### src/rtl/fproc_pkg.sv
// Shared definitions for the fproc measurement responder.
//   chan_state_e  : per-core responder FSM state
//   MODE_LATEST   : function-id mode bit value selecting the stored latest result
//   MODE_FRESH    : function-id mode bit value selecting the next fresh result
//   mode_bit_pos  : position of the mode bit inside a function id of given width
package fproc_pkg;

    typedef enum logic {
        IDLE      = 1'b0,
        WAIT_MEAS = 1'b1
    } chan_state_e;

    localparam logic MODE_LATEST = 1'b1;
    localparam logic MODE_FRESH  = 1'b0;

    // The mode bit is always the top bit; the remaining low bits are the channel.
    function automatic int mode_bit_pos(input int func_w);
        return func_w - 1;
    endfunction

endpackage

### src/rtl/fproc_meas_chan.sv
// Per-core fproc responder: decodes one core's function id, answers from the
// shared latest-value store or waits for the next strobe on the requested
// channel, and holds the returned word until the next response.
//
// Handshake: req is a one-cycle pulse from the core; ready is a one-cycle
// pulse exactly one cycle after the triggering event (req or meas strobe),
// and data changes only in the cycle ready is high, then holds.
//
// Ports:
//   clk, reset       clock, synchronous active-high reset
//   req              fproc request pulse from the core
//   func_id          function id, sampled only while req is high
//   last_bit         shared latest-value store
//   meas_valid       per-channel result strobe
//   meas_bit         per-channel result value
//   ready            response pulse to the core
//   data             response word, zero-extended result bit
//   err              sticky error (bad id or request while waiting)
//   state            current FSM state, for observation
module fproc_meas_chan
    import fproc_pkg::*;
#(
    parameter int N_MEAS = 8,
    parameter int FUNC_W = 8,
    parameter int DATA_W = 32
) (
    input  logic              clk,
    input  logic              reset,
    input  logic              req,
    input  logic [FUNC_W-1:0] func_id,
    input  logic [N_MEAS-1:0] last_bit,
    input  logic [N_MEAS-1:0] meas_valid,
    input  logic [N_MEAS-1:0] meas_bit,
    output logic              ready,
    output logic [DATA_W-1:0] data,
    output logic              err,
    output chan_state_e       state
);

    localparam int MODE_POS = mode_bit_pos(FUNC_W);
    localparam int IDX_W    = FUNC_W - 1;

    chan_state_e       state_next;
    logic [IDX_W-1:0]  idx_q;
    logic [IDX_W-1:0]  req_idx;
    logic              req_mode;

    // Channel lookups; done by compare loops so an out-of-range id never
    // indexes past the end of the channel vectors.
    logic              req_in_range;
    logic              req_valid_hit;
    logic              req_meas_bit;
    logic              req_last_bit;
    logic              wait_hit;
    logic              wait_bit;

    logic              resp_fire;
    logic              resp_bit;
    logic              err_set;
    logic              idx_load;

    assign req_idx  = func_id[IDX_W-1:0];
    assign req_mode = func_id[MODE_POS];

    always_comb begin
        req_in_range  = 1'b0;
        req_valid_hit = 1'b0;
        req_meas_bit  = 1'b0;
        req_last_bit  = 1'b0;
        wait_hit      = 1'b0;
        wait_bit      = 1'b0;
        for (int i = 0; i < N_MEAS; i++) begin
            if (req_idx == IDX_W'(i)) begin
                req_in_range  = 1'b1;
                req_valid_hit = meas_valid[i];
                req_meas_bit  = meas_bit[i];
                req_last_bit  = last_bit[i];
            end
            if (idx_q == IDX_W'(i)) begin
                wait_hit = meas_valid[i];
                wait_bit = meas_bit[i];
            end
        end
    end

    always_ff @(posedge clk) begin
        if (reset) begin
            state <= IDLE;
        end else begin
            state <= state_next;
        end
    end

    always_comb begin
        state_next = state;
        resp_fire  = 1'b0;
        resp_bit   = 1'b0;
        err_set    = 1'b0;
        idx_load   = 1'b0;
        case (state)
            IDLE: begin
                if (req) begin
                    if (!req_in_range) begin
                        resp_fire = 1'b1;
                        err_set   = 1'b1;
                    end else if (req_mode == MODE_LATEST) begin
                        // A strobe in the same cycle is newer than the store.
                        resp_fire = 1'b1;
                        resp_bit  = req_valid_hit ? req_meas_bit : req_last_bit;
                    end else if (req_valid_hit) begin
                        resp_fire = 1'b1;
                        resp_bit  = req_meas_bit;
                    end else begin
                        idx_load   = 1'b1;
                        state_next = WAIT_MEAS;
                    end
                end
            end
            WAIT_MEAS: begin
                // A second request is dropped; the original wait carries on.
                err_set = req;
                if (wait_hit) begin
                    resp_fire  = 1'b1;
                    resp_bit   = wait_bit;
                    state_next = IDLE;
                end
            end
            default: state_next = IDLE;
        endcase
    end

    always_ff @(posedge clk) begin
        if (reset) begin
            idx_q <= '0;
            ready <= 1'b0;
            data  <= '0;
            err   <= 1'b0;
        end else begin
            ready <= resp_fire;
            err   <= err | err_set;
            if (idx_load) begin
                idx_q <= req_idx;
            end
            if (resp_fire) begin
                data <= {{(DATA_W-1){1'b0}}, resp_bit};
            end
        end
    end

endmodule

### src/rtl/fproc_meas.sv
// Measurement function-processor responder for N_CORES processor cores.
// Keeps the latest result of every measurement channel and runs one
// independent responder per core; a single strobe completes every core
// waiting on that channel in the same cycle.
//
// Ports:
//   clk, reset     clock, synchronous active-high reset
//   core_req       per-core fproc request pulse
//   core_func_id   per-core function id (mode bit on top, channel index below)
//   meas_valid     per-channel result strobe
//   meas_bit       per-channel result value
//   core_ready     per-core response pulse
//   core_data      per-core response word, held until the next response
//   err            per-core sticky error
module fproc_meas
    import fproc_pkg::*;
#(
    parameter int N_CORES = 4,
    parameter int N_MEAS  = 8,
    parameter int FUNC_W  = 8,
    parameter int DATA_W  = 32
) (
    input  logic                      clk,
    input  logic                      reset,
    input  logic [N_CORES-1:0]        core_req,
    input  logic [N_CORES*FUNC_W-1:0] core_func_id,
    input  logic [N_MEAS-1:0]         meas_valid,
    input  logic [N_MEAS-1:0]         meas_bit,
    output logic [N_CORES-1:0]        core_ready,
    output logic [N_CORES*DATA_W-1:0] core_data,
    output logic [N_CORES-1:0]        err
);

    logic [N_MEAS-1:0] last_bit;
    chan_state_e       core_state [N_CORES];

    // Only strobed channels take the new value; the rest hold.
    always_ff @(posedge clk) begin
        if (reset) begin
            last_bit <= '0;
        end else begin
            last_bit <= (last_bit & ~meas_valid) | (meas_bit & meas_valid);
        end
    end

    for (genvar c = 0; c < N_CORES; c++) begin : g_core
        fproc_meas_chan #(
            .N_MEAS (N_MEAS),
            .FUNC_W (FUNC_W),
            .DATA_W (DATA_W)
        ) u_chan (
            .clk        (clk),
            .reset      (reset),
            .req        (core_req[c]),
            .func_id    (core_func_id[c*FUNC_W +: FUNC_W]),
            .last_bit   (last_bit),
            .meas_valid (meas_valid),
            .meas_bit   (meas_bit),
            .ready      (core_ready[c]),
            .data       (core_data[c*DATA_W +: DATA_W]),
            .err        (err[c]),
            .state      (core_state[c])
        );
    end

endmodule

### config.mk
export PLATFORM = sky130hd
export DESIGN_NAME = fproc_meas
export DESIGN_NICKNAME = d
export VERILOG_FILES = /design/src/rtl/fproc_pkg.sv /design/src/rtl/fproc_meas_chan.sv /design/src/rtl/fproc_meas.sv
export SDC_FILE = /design/constraint.sdc
export NUM_CORES = 1
export LEC_CHECK = 0
export ABC_AREA = 1
export BUFFER_PORTS_ARGS = -buffer_cell sky130_fd_sc_hd__buf_2
export CAP_MARGIN = 20
export CORE_MARGIN = 10
export CORE_UTILIZATION = 45
export DETAILED_ROUTE_END_ITERATION = 12
export PLACE_DENSITY = 0.77
export SYNTH_ARGS = -nofsm -noshare
export SYNTH_HDL_FRONTEND = slang
export SYNTH_SLANG_ARGS = --single-unit
### constraint.sdc
create_clock -name clk -period 1.7 [get_ports clk]
set_input_delay 0.34 -clock clk [delete_from_list [all_inputs] [get_ports clk]]
set_output_delay 0.34 -clock clk [all_outputs]
set_load 0.01 [all_outputs]
==> impl_metrics.py, run 1 <==
metrics = {
    "run_status": {
        "outcome": "finished clean",
    },
    "setup_path": {
        "worst_path_max_delay_cell": "sky130_fd_sc_hd__dfxtp_2",
        "critical_setup_path_kind": "register to register",
        "critPathLaunchType": "register",
        "reg2reg_from": "g_core[1].u_chan.idx_q[5]",
        "critical_path_buf_inv_count": 1,
        "timing.critical_path.required_ns": 1.89,
        "kind_of_capture_point_of_the_worst_setup_path": "register",
        "reg2reg_slack_ns": 0.01,
        "cp_data_arrival_time_ns": 1.88,
        "worstPathCellList": "nor2_4 > nand4_1 > nor2_2 > buf_4 > nand2_1 > nand2_1 > nand3_2 > nand2_1 > nand2_1 > nand2_1 > nand2_1 > nor2_1 > nor2_1",
        "critical_path.max_stage_delay_ns": 0.33,
        "worst_path_dominant_cell_family": "simple AND/OR/NAND/NOR gates",
        "reg2reg_depth": 13,
        "worst_reg2reg_endpoint": "g_core[1].u_chan.data[0]",
        "critPathMaxFanout": 4,
        "critical-path-top-cell-by-count": "sky130_fd_sc_hd__nand2_1",
    },
    "power_and_ir_drop": {
        "switching_power_mw": 1.01,
        "ir_worst_vdd_mv": 0.353,
        "clock_power_share_pct": 32.5,
        "comb_power_share_pct": 25.5,
        "net_switching_fraction_of_the_power_pct": 33.1,
        "power_report.internal_total_mw": 2.04,
        "power.static_leakage_nw": 3.25,
        "power_per_cell_area_nw_per_um2": 498,
        "seq_power_share_pct": 42.0,
    },
    "die": {
        "fp.dieH_um": 128,
        "horiz_die_dim_um": 128,
        "core_um2": 11400,
        "dieArea_um2": 16300,
        "start_util_pct": 45.8,
        "number_of_placement_rows": 39,
        "ioPinCount": 190,
    },
    "finish": {
        "finish.cell_count_without_fillers": 1163,
        "finalNetCount": 1074,
        "layout-drive-gt1-share_pct": 27.7,
        "flow.area_growth_from_synthesis_pct": 17.5,
        "n_antenna_cell": 0,
    },
    "routing": {
        "ant_nets": 0,
        "routed_via_density": 4.85,
        "vias": 5636,
        "drtPass1Iterations": 5,
        "drt_wl_total_mm": 16.0,
        "detail_route.drc_violations": 0,
        "drtIter0Drc": 503,
        "post_drt_wl_per_cell_um": 13.7,
    },
    "logic_synthesis": {
        "mappedNetlistArea_um2": 5210,
        "post_synth_inst_count": 883,
        "synthArstFlopShare_pct": 0,
        "synthDistinctLibCells": 37,
        "yosysWarningCount": 0,
        "synth.area.top_cells": "sky130_fd_sc_hd__dfxtp_1, sky130_fd_sc_hd__buf_4, sky130_fd_sc_hd__nand2_1",
        "seq_area_frac_synth_pct": 20.0,
        "number_of_enable_type_register_cells_in_the_synthesized_netlist": 0,
        "dominantRegCellSynth": "sky130_fd_sc_hd__dfxtp_1",
        "synth.ff_latch_count": 52,
        "netlist.top_cell.by_area": "sky130_fd_sc_hd__dfxtp_1",
        "synth_top_area_share_pct": 20.0,
        "synthesis.area_per_instance_um2": 5.90,
    },
    "global_routing": {
        "pin_count_of_the_biggest_net_entering_global_routing": 29,
        "grt_usage_pct": 18.8,
        "number_of_antenna_violations_at_the_first_check_in_global_routing": 0,
        "grt_overflow_total": 0,
        "vias_in_the_first_global_route": 5636,
        "grt_first_pass_wirelength_mm": 25.9,
    },
    "clocking": {
        "cts_max_level": 2,
        "clk_latency_ns": 0.29,
        "cts_hold_buf": 0,
        "ctsLongestPathBuffers": 2,
        "numCtsBuffers": 5,
        "cts_root_buf": "sky130_fd_sc_hd__clkbuf_16",
        "cts.reportedPaths.clkPinSlew_ns": 0.07,
        "cts_tree": "done",
        "numClockSinks": 52,
    },
    "worst_hold_path": {
        "timing.hold.worst_endpoint": "g_core[3].u_chan.err",
        "launch_point_of_the_worst_hold_path": "core_req[3]",
        "hold-path-cell-count": 3,
        "timing.hold.worst.class": "input pin to register",
    },
    "sta": {
        "final_period_minus_worst_setup_slack_ns": 1.69,
        "timing.setup.tns_ns": 0,
        "timing.final.crit_share_pct": 99.4,
        "setup_viol": 0,
        "maxSlewViolCount": 0,
        "timing.final.hold_violations": 0,
        "rsz0062_at_grt": "true",
        "max_freq_mhz": 592,
        "fin_skew_ns": 0.00355,
    },
    "flow_run": {
        "maxCapViolations": 0,
    },
    "placed_design": {
        "globalplace.congestion": 0.914,
        "placed_cells": 1149,
        "io_buffers": 65,
        "estimated_wirelength_of_the_detail_placed_design_mm": 12.6,
    },
}
-- worst register-to-register path: stages, from the launching register on --
cell,delay (ns)
sky130_fd_sc_hd__dfxtp_2,0.33
sky130_fd_sc_hd__nor2_4,0.12
sky130_fd_sc_hd__nand4_1,0.22
sky130_fd_sc_hd__nor2_2,0.24
sky130_fd_sc_hd__buf_4,0.13
sky130_fd_sc_hd__nand2_1,0.04
sky130_fd_sc_hd__nand2_1,0.09
sky130_fd_sc_hd__nand3_2,0.07
sky130_fd_sc_hd__nand2_1,0.08
sky130_fd_sc_hd__nand2_1,0.05
sky130_fd_sc_hd__nand2_1,0.05
sky130_fd_sc_hd__nand2_1,0.04
sky130_fd_sc_hd__nor2_1,0.08
sky130_fd_sc_hd__nor2_1,0.04
-- cells in the mapped netlist (3+ instances only) --
master                      instances
sky130_fd_sc_hd__nor3_2             3
sky130_fd_sc_hd__inv_2             18
sky130_fd_sc_hd__buf_4            133
sky130_fd_sc_hd__o2111ai_1          4
sky130_fd_sc_hd__o21ai_0           19
sky130_fd_sc_hd__nand3_1          101
sky130_fd_sc_hd__nand2_1          188
sky130_fd_sc_hd__inv_1            108
sky130_fd_sc_hd__nor3_1            16
sky130_fd_sc_hd__nor2_1            96
sky130_fd_sc_hd__clkbuf_1           9
sky130_fd_sc_hd__a21oi_1           55
sky130_fd_sc_hd__o21ai_1           10
sky130_fd_sc_hd__nor2_2            14
sky130_fd_sc_hd__nand2_2            9
sky130_fd_sc_hd__nand4_1           16
sky130_fd_sc_hd__buf_6              4
sky130_fd_sc_hd__nor2_4             4
sky130_fd_sc_hd__dfxtp_1           52
-- kinds of logic after synthesis --
| logic type | synth area share [%] |
|---|---|
| compound gates | 10.0 |
| buf+inv | 30.1 |
| flops | 20.0 |
| other cells | 0.0720 |
| simple gates | 39.9 |
-- placed cells by master (no fill, tap or decap), types with 16 or more instances in the layout --
master | netlist | routed
sky130_fd_sc_hd__nand2_1 | 188 | 178
sky130_fd_sc_hd__conb_1 | 1 | 124
sky130_fd_sc_hd__nand3_1 | 101 | 94
sky130_fd_sc_hd__inv_1 | 108 | 94
sky130_fd_sc_hd__buf_4 | 133 | 88
sky130_fd_sc_hd__nor2_1 | 96 | 78
sky130_fd_sc_hd__buf_2 | 0 | 65
sky130_fd_sc_hd__a21oi_1 | 55 | 54
sky130_fd_sc_hd__dfxtp_1 | 52 | 38
sky130_fd_sc_hd__inv_2 | 18 | 32
sky130_fd_sc_hd__nor2_2 | 14 | 26
sky130_fd_sc_hd__o21ai_0 | 19 | 19
sky130_fd_sc_hd__nand2_2 | 9 | 18
sky130_fd_sc_hd__nand4_1 | 16 | 16
-- power groups by stage --
stage / registers (mW) / logic (mW) / clock network (mW)
2_1_floorplan: 1.30 / 0.644 / 0
3_3_place_gp: 1.31 / 0.716 / 0
3_5_place_dp: 1.31 / 0.720 / 0
4_1_cts: 1.28 / 0.725 / 1.02
5_1_grt: 1.29 / 0.867 / 1.06
6_report: 1.28 / 0.779 / 0.990
-- worst max-delay path by stage --
stage,from,end,cells past startpoint
2_1_floorplan,core_func_id[29],g_core[3].u_chan.idx_q[2],13
3_3_place_gp,core_func_id[10],g_core[1].u_chan.data[0],15
3_5_place_dp,core_func_id[10],g_core[1].u_chan.data[0],14
4_1_cts,g_core[1].u_chan.idx_q[4],g_core[1].u_chan.data[0],12
5_1_grt,g_core[1].u_chan.idx_q[5],g_core[1].u_chan.data[0],14
6_report,g_core[1].u_chan.idx_q[5],g_core[1].u_chan.data[0],13
-- final cells by class --
cell class,instances,area (µm²)
fillers,1189,5250
multi-input cells,678,3240
flip-flops and latches,52,1060
repair buffers,155,1030
inverters,128,480
well taps,143,179
clock buffers,6,129
clock inverters,1,5.00
-- metal layers --
| layer | vias to the layer above | global-route usage, % | part of all wire (%) |
|---|---|---|---|
| li1 | 2812 | - | - |
| met1 | 2502 | 22.0 | 40 |
| met2 | 278 | 31.5 | 46 |
| met3 | 44 | 6.29 | 11 |
| met4 | 0 | 6.42 | 2.6 |
| met5 | - | 0 | 0 |
-- timing repair --
action,CTS,global route
gates resized for setup,2,75
pin swaps,0,23
cloned,0,0
buffers inserted,0,7
setup endpoints to repair,2,13
-- per-stage QoR --
stage / util, % / power, mW / hold slack, ns / cell area (µm²) / setup slack (ns)
2_1_floorplan: - / 1.94 / 0.419 / 5670 / 0.112
3_3_place_gp: 50.4 / 2.02 / 0.428 / 5730 / -0.0802
3_5_place_dp: 50.4 / 2.03 / 0.428 / 5730 / -0.127
4_1_cts: 51.6 / 3.02 / 0.313 / 5870 / -0.00305
5_1_grt: 53.8 / 3.21 / 0.326 / 6120 / -0.149
6_report: 53.8 / 3.05 / 0.313 / 6120 / 0.0110
(Power assumes the default switching activity.)
==> inputs of run 2 (changes only) <==
- CORE_MARGIN: 10 -> unset
- PLACE_DENSITY: 0.77 -> 0.78
==> run 2 against run 1 <==
Sequential cell count did not move. Wire length fell by 10%. Non-clock buffer count fell by 2. Largest power group unchanged.
==> impl_metrics.py, run 2 (same netlist as run 1, synthesis figures left out) <==
metrics = {
    "run_status": {
        "outcome": "finished clean",
    },
    "sta": {
        "timing.final.crit_share_pct": 97.1,
        "setup_viol": 0,
        "timing.final.hold_violations": 0,
        "timing.setup.tns_ns": 0,
        "maxSlewViolCount": 0,
        "max_freq_mhz": 606,
        "whs_ns": 0.320,
        "rsz0062_at_grt": "true",
        "fin_skew_ns": 0.00859,
        "final_period_minus_worst_setup_slack_ns": 1.65,
    },
    "global_routing": {
        "pin_count_of_the_biggest_net_entering_global_routing": 29,
        "vias_in_the_first_global_route": 4877,
        "number_of_antenna_violations_at_the_first_check_in_global_routing": 0,
        "grt_overflow_total": 0,
        "grt_first_pass_wirelength_mm": 22.5,
        "grt_usage_pct": 24.1,
    },
    "setup_path": {
        "critical_path.max_stage_delay_ns": 0.34,
        "setup.worst_path.start": "g_core[1].u_chan.idx_q[5]",
        "timing.critical_path.required_ns": 1.89,
        "worst_path_max_delay_cell": "sky130_fd_sc_hd__dfxtp_2",
        "critical-path-top-cell-by-count": "sky130_fd_sc_hd__nand2_1",
        "worst_reg2reg_endpoint": "g_core[1].u_chan.data[0]",
        "critical_setup_path_kind": "register to register",
        "capture_point_of_the_critical_path": "g_core[1].u_chan.data[0]",
        "critPathMaxFanout": 4,
        "cp_data_arrival_time_ns": 1.84,
        "critPathLaunchType": "register",
        "reg2reg_from": "g_core[1].u_chan.idx_q[5]",
        "worstPathCellList": "nor2_4 > nand4_1 > nor3_1 > nand2_1 > nand3_2 > nand2_2 > inv_2 > nand2_1 > nand2_1 > nand2_1 > nor2_1 > nor2_1",
        "reg2reg_depth": 12,
        "reg2reg_slack_ns": 0.05,
        "kind_of_capture_point_of_the_worst_setup_path": "register",
    },
    "routing": {
        "drtPass1Iterations": 8,
        "vias": 5625,
        "post_drt_wl_per_cell_um": 12.4,
        "routed_via_density": 4.86,
        "drt_wl_total_mm": 14.4,
        "ant_nets": 0,
        "detail_route.drc_violations": 0,
        "drtIter0Drc": 436,
    },
    "finish": {
        "n_antenna_cell": 0,
        "fin_util_pct": 55.0,
        "finalNetCount": 1072,
        "layout-drive-gt1-share_pct": 26.6,
        "mostFrequentLayoutCell": "sky130_fd_sc_hd__nand2_1",
        "mostFrequentLayoutCells": "sky130_fd_sc_hd__nand2_1, sky130_fd_sc_hd__conb_1, sky130_fd_sc_hd__inv_1",
        "flow.area_growth_from_synthesis_pct": 16.9,
        "nFillCells": 1136,
    },
    "power_and_ir_drop": {
        "ir_worst_vdd_mv": 0.463,
        "comb_power_share_pct": 25.2,
        "power_report.internal_total_mw": 2.04,
        "seq_power_share_pct": 42.1,
        "net_switching_fraction_of_the_power_pct": 33.2,
        "power.static_leakage_nw": 3.25,
        "power_per_cell_area_nw_per_um2": 500,
        "clock_power_share_pct": 32.7,
        "switching_power_mw": 1.01,
    },
    "worst_hold_path": {
        "launch_point_of_the_worst_hold_path": "core_req[3]",
        "timing.hold.worst.class": "input pin to register",
        "hold-path-cell-count": 3,
    },
    "clocking": {
        "cts_tree": "done",
        "numClockSinks": 52,
        "ctsLongestPathBuffers": 2,
        "cts_hold_buf": 0,
        "clk_latency_ns": 0.29,
        "cts.reportedPaths.clkPinSlew_ns": 0.07,
        "cts_max_level": 2,
        "numCtsBuffers": 5,
        "cts_root_buf": "sky130_fd_sc_hd__clkbuf_16",
    },
    "die": {
        "core_um2": 11100,
        "fp.dieH_um": 110,
        "ioPinCount": 190,
        "dieArea_um2": 12000,
        "start_util_pct": 47.0,
        "horiz_die_dim_um": 110,
        "number_of_placement_rows": 38,
    },
    "placed_design": {
        "estimated_wirelength_of_the_detail_placed_design_mm": 10.9,
        "io_buffers": 65,
        "globalplace.congestion": 0.924,
    },
    "flow_run": {
        "maxCapViolations": 0,
    },
}
## run 2: cell count changes in the layout (fill, tap and decap cells not counted), sizes merged
cell / before / now
buf: 155 / 153
clkinv: 3 / 2
inv: 126 / 127
## run 2: critical path, delay by kind of cell (launching register included)
family        cells  cell delay [ns]
flops             1             0.34
simple gates     11             1.17
buf+inv           1             0.06
## run 2: per-stage QoR
step                area, µm²  cells  worst slack [ns]  power, mW
floorplan                5670   1006             0.112       1.94
global placement         5720   1148            -0.110       2.02
detailed placement       5720   1148            -0.129       2.03
CTS                      5870   1155           0.00415       3.02
global route             6090   1158            -0.126       3.19
finish                   6090   1158            0.0497       3.05
## run 2: layer usage
| metal | GRT usage (%) | part of all wire, % |
|---|---|---|
| met1 | 31.5 | 42 |
| met5 | 0 | 0 |
| met4 | 9.62 | 3.5 |
| met2 | 40.0 | 45 |
| met3 | 3.08 | 10 |
## run 2: layout make-up
| class | count | area, µm² | area share (%) |
|---|---|---|---|
| clock inverters | 1 | 5.00 | 0.0822 |
| well taps | 140 | 175 | 2.88 |
| repair buffers | 153 | 998 | 16.4 |
| clock buffers | 6 | 129 | 2.12 |
| multi-input cells | 678 | 3260 | 53.5 |
| inverters | 128 | 483 | 7.93 |
| flip-flops and latches | 52 | 1040 | 17.1 |
## run 2: how the worst min path moves through the flow
| stage | to | slack, ns |
|---|---|---|
| finish | g_core[3].u_chan.err | 0.32 |
| global route | g_core[0].u_chan.err | 0.35 |
| CTS | g_core[3].u_chan.err | 0.32 |
| detailed placement | g_core[1].u_chan.idx_q[4] | 0.43 |
| global placement | g_core[1].u_chan.idx_q[5] | 0.43 |
| floorplan | g_core[1].u_chan.idx_q[5] | 0.42 |
## run 2: power by group through the flow
stage          Sequential [mW]  Combinational, mW  Clock, mW
2_1_floorplan             1.30              0.644          0
3_3_place_gp              1.31              0.714          0
3_5_place_dp              1.31              0.720          0
4_1_cts                   1.28              0.725       1.01
5_1_grt                   1.28              0.854       1.05
6_report                  1.28              0.769      0.995
## run 2: timing repair
| item | CTS | global route |
|---|---|---|
| gates resized for setup | 4 | 65 |
| buffers inserted | 0 | 3 |
| endpoints found under the setup margin | 2 | 16 |
| pin swaps | 0 | 16 |
==> inputs of run 3 (changes only) <==
- ABC_AREA: 1 -> 0
- BUFFER_PORTS_ARGS: -buffer_cell sky130_fd_sc_hd__buf_2 -> -buffer_cell sky130_fd_sc_hd__buf_4
- PLACE_DENSITY: 0.78 -> 0.8
==> run 3 against run 2 <==
Via count down 30%. Synthesized cell count is 41% lower. Wire length decreased by 23%. Largest power group unchanged. The run now ends with setup timing left. Register-to-register slack worse by 0.13 ns. Largest cell class unchanged. Clock skew hardly changed.
==> impl_metrics.py, run 3 <==
metrics = {
    "routing": {
        "drt_wl_total_mm": 11.1,
        "drtIter0Drc": 225,
        "routed_via_density": 5.14,
        "ant_nets": 0,
        "vias": 3934,
        "post_drt_wl_per_cell_um": 14.6,
        "drtPass1Iterations": 5,
        "detail_route.drc_violations": 0,
    },
    "logic_synthesis": {
        "yosysMostFrequentCell": "sky130_fd_sc_hd__buf_4",
        "seq_area_frac_synth_pct": 23.0,
        "synth_top_area_share_pct": 23.0,
        "mappedNetlistArea_um2": 4530,
        "number_of_enable_type_register_cells_in_the_synthesized_netlist": 0,
        "synthesis.area_per_instance_um2": 8.63,
        "synth_common_cells": "sky130_fd_sc_hd__buf_4, sky130_fd_sc_hd__dfxtp_1, sky130_fd_sc_hd__nor2_1, sky130_fd_sc_hd__mux2i_1",
        "synth.ff_latch_count": 52,
        "yosysWarningCount": 0,
        "post_synth_inst_count": 525,
        "dominantRegCellSynth": "sky130_fd_sc_hd__dfxtp_1",
        "synthDistinctLibCells": 60,
        "netlist.top_cell.by_area": "sky130_fd_sc_hd__dfxtp_1",
        "synth.area.top_cells": "sky130_fd_sc_hd__dfxtp_1, sky130_fd_sc_hd__buf_4, sky130_fd_sc_hd__mux4_2",
        "synthArstFlopShare_pct": 0,
    },
    "power_and_ir_drop": {
        "ir_worst_vdd_mv": 0.334,
        "power_per_cell_area_nw_per_um2": 553,
        "power.static_leakage_nw": 2.36,
    },
    "finish": {
        "n_antenna_cell": 0,
        "stdcell_area_um2": 5320,
        "flow.area_growth_from_synthesis_pct": 17.5,
        "mostFrequentLayoutCells": "sky130_fd_sc_hd__buf_4, sky130_fd_sc_hd__conb_1, sky130_fd_sc_hd__dfxtp_1",
        "layout-drive-gt1-share_pct": 33.2,
        "mostFrequentLayoutCell": "sky130_fd_sc_hd__buf_4",
        "finalNetCount": 687,
        "finish.cell_count_without_fillers": 765,
    },
    "global_routing": {
        "grt_usage_pct": 21.6,
        "grt_first_pass_wirelength_mm": 17.3,
        "vias_in_the_first_global_route": 3528,
        "pin_count_of_the_biggest_net_entering_global_routing": 26,
        "grt_overflow_total": 0,
        "number_of_antenna_violations_at_the_first_check_in_global_routing": 0,
    },
    "clocking": {
        "numClockSinks": 52,
        "cts_hold_buf": 0,
        "numCtsBuffers": 5,
        "cts_max_level": 2,
        "cts_tree": "done",
        "clk_latency_ns": 0.31,
        "ctsLongestPathBuffers": 2,
        "cts.reportedPaths.clkPinSlew_ns": 0.10,
        "cts_root_buf": "sky130_fd_sc_hd__clkbuf_8",
    },
    "sta": {
        "timing.final.hold_violations": 0,
        "max_freq_mhz": 561,
        "fin_skew_ns": 0.00869,
        "setup_viol": 3,
        "tightestPinTransition_ns": 0.509,
        "final_period_minus_worst_setup_slack_ns": 1.78,
        "max_slew_headroom_pct": 65.8,
        "timing.final.crit_share_pct": 105,
        "timing.setup.tns_ns": -0.116,
        "rsz0062_at_grt": "true",
        "maxSlewViolCount": 0,
        "setup_ws_ns": -0.0831,
    },
    "run_status": {
        "outcome": "complete, but fails checks",
        "violations": "setup timing",
    },
    "die": {
        "start_util_pct": 46.3,
        "fp.dieH_um": 102,
        "core_um2": 9770,
        "ioPinCount": 190,
        "number_of_placement_rows": 36,
        "dieArea_um2": 10500,
        "horiz_die_dim_um": 102,
    },
    "setup_path": {
        "kind_of_capture_point_of_the_worst_setup_path": "register",
        "worstPathCellList": "buf_6 > o2111a_1 > a311oi_2 > a31oi_1 > a31o_2 > a221oi_2",
        "cp_data_arrival_time_ns": 2.01,
        "worst_path_max_delay_cell": "sky130_fd_sc_hd__dfxtp_4",
        "critical_path.max_stage_delay_ns": 0.38,
        "reg2reg_slack_ns": -0.08,
        "critical_path_buf_inv_count": 1,
        "worst_path_dominant_cell_family": "compound AO/OA/AOI/OAI gates",
        "critPathLaunchType": "register",
        "critPathMaxFanout": 4,
        "timing.critical_path.required_ns": 1.93,
        "critical_setup_path_kind": "register to register",
    },
    "worst_hold_path": {
        "timing.hold.worst.class": "input pin to register",
    },
    "placed_design": {
        "estimated_wirelength_of_the_detail_placed_design_mm": 8.50,
        "placed_cells": 754,
        "io_buffers": 65,
        "globalplace.congestion": 0.904,
        "placement.cell_area_um2": 5090,
    },
    "flow_run": {
        "maxCapViolations": 0,
    },
}
==> run 3: area by class of cell <==
cell class                      count  area [µm²]
Multi-Input combinational cell    408        2800
Timing Repair Buffer              144        1110
Fill cell                         873        4450
Clock buffer                        5        68.8
Clock inverter                      1        30.0
Inverter                           22        82.6
Sequential cell                    52        1060
Tap cell                          133         166
==> run 3: power breakdown <==
group | total (mW) | internal [mW] | switching, mW | leakage (nW)
clock | 0.838 | 0.424 | 0.414 | 0.0501
sequential | 1.27 | 1.24 | 0.0251 | 0.428
combinational | 0.837 | 0.371 | 0.466 | 1.89
==> run 3: final timing paths <==
path / start / end / cells past startpoint
worst max-delay path: g_core[1].u_chan.idx_q[0] / g_core[1].u_chan.data[0] / 6
worst min register to register: g_core[1].u_chan.idx_q[4] / g_core[1].u_chan.idx_q[4] / 2
worst min-delay path: core_req[0] / g_core[0].u_chan.err / 3
worst max register to register: g_core[1].u_chan.idx_q[0] / g_core[1].u_chan.data[0] / 6
==> run 3: timing repair <==
item / 4_1_cts / 5_1_grt
setup buffers: 1 / 4
endpoints found under the hold margin: 0 / 0
endpoints found under the setup margin: 5 / 9
cloned: 0 / 0
pin swaps: 3 / 10
gates resized for setup: 7 / 20
==> run 3: cell families (layout without fill, tap and decap cells) <==
kind of cell	after synthesis	in the layout	share of synthesized area, %
buffers and inverters	188	172	27.6
and+or+nand+nor	136	136	16.5
AOI/OAI and AO/OA	87	87	13.7
muxes	61	61	19.1
DFF	52	52	23.0
other	1	124	0.0828
==> run 3: worst register-to-register path: stages (launching register included) <==
cell,delay (ns)
sky130_fd_sc_hd__dfxtp_4,0.38
sky130_fd_sc_hd__buf_6,0.12
sky130_fd_sc_hd__o2111a_1,0.25
sky130_fd_sc_hd__a311oi_2,0.34
sky130_fd_sc_hd__a31oi_1,0.14
sky130_fd_sc_hd__a31o_2,0.26
sky130_fd_sc_hd__a221oi_2,0.22
==> run 3: metrics by stage <==
| step | total power, mW | hold WS, ns | setup slack (ns) | util [%] |
|---|---|---|---|---|
| after floorplan | 2.00 | 0.408 | -0.196 | - |
| after global placement | 2.09 | 0.414 | -0.279 | 52.1 |
| after detailed placement | 2.11 | 0.418 | -0.302 | 52.1 |
| after CTS | 2.93 | 0.310 | -0.0863 | 53.3 |
| after global routing | 3.09 | 0.319 | -0.151 | 54.4 |
| final | 2.94 | 0.305 | -0.0831 | 54.4 |
==> run 3: routing by layer <==
metal,share of wire [%],vias up,global-route usage [%]
li1,-,1823,-
met1,40,1879,26.7
met2,51,215,38.1
met3,7.2,17,3.42
met4,1.6,0,7.03
met5,0,-,0
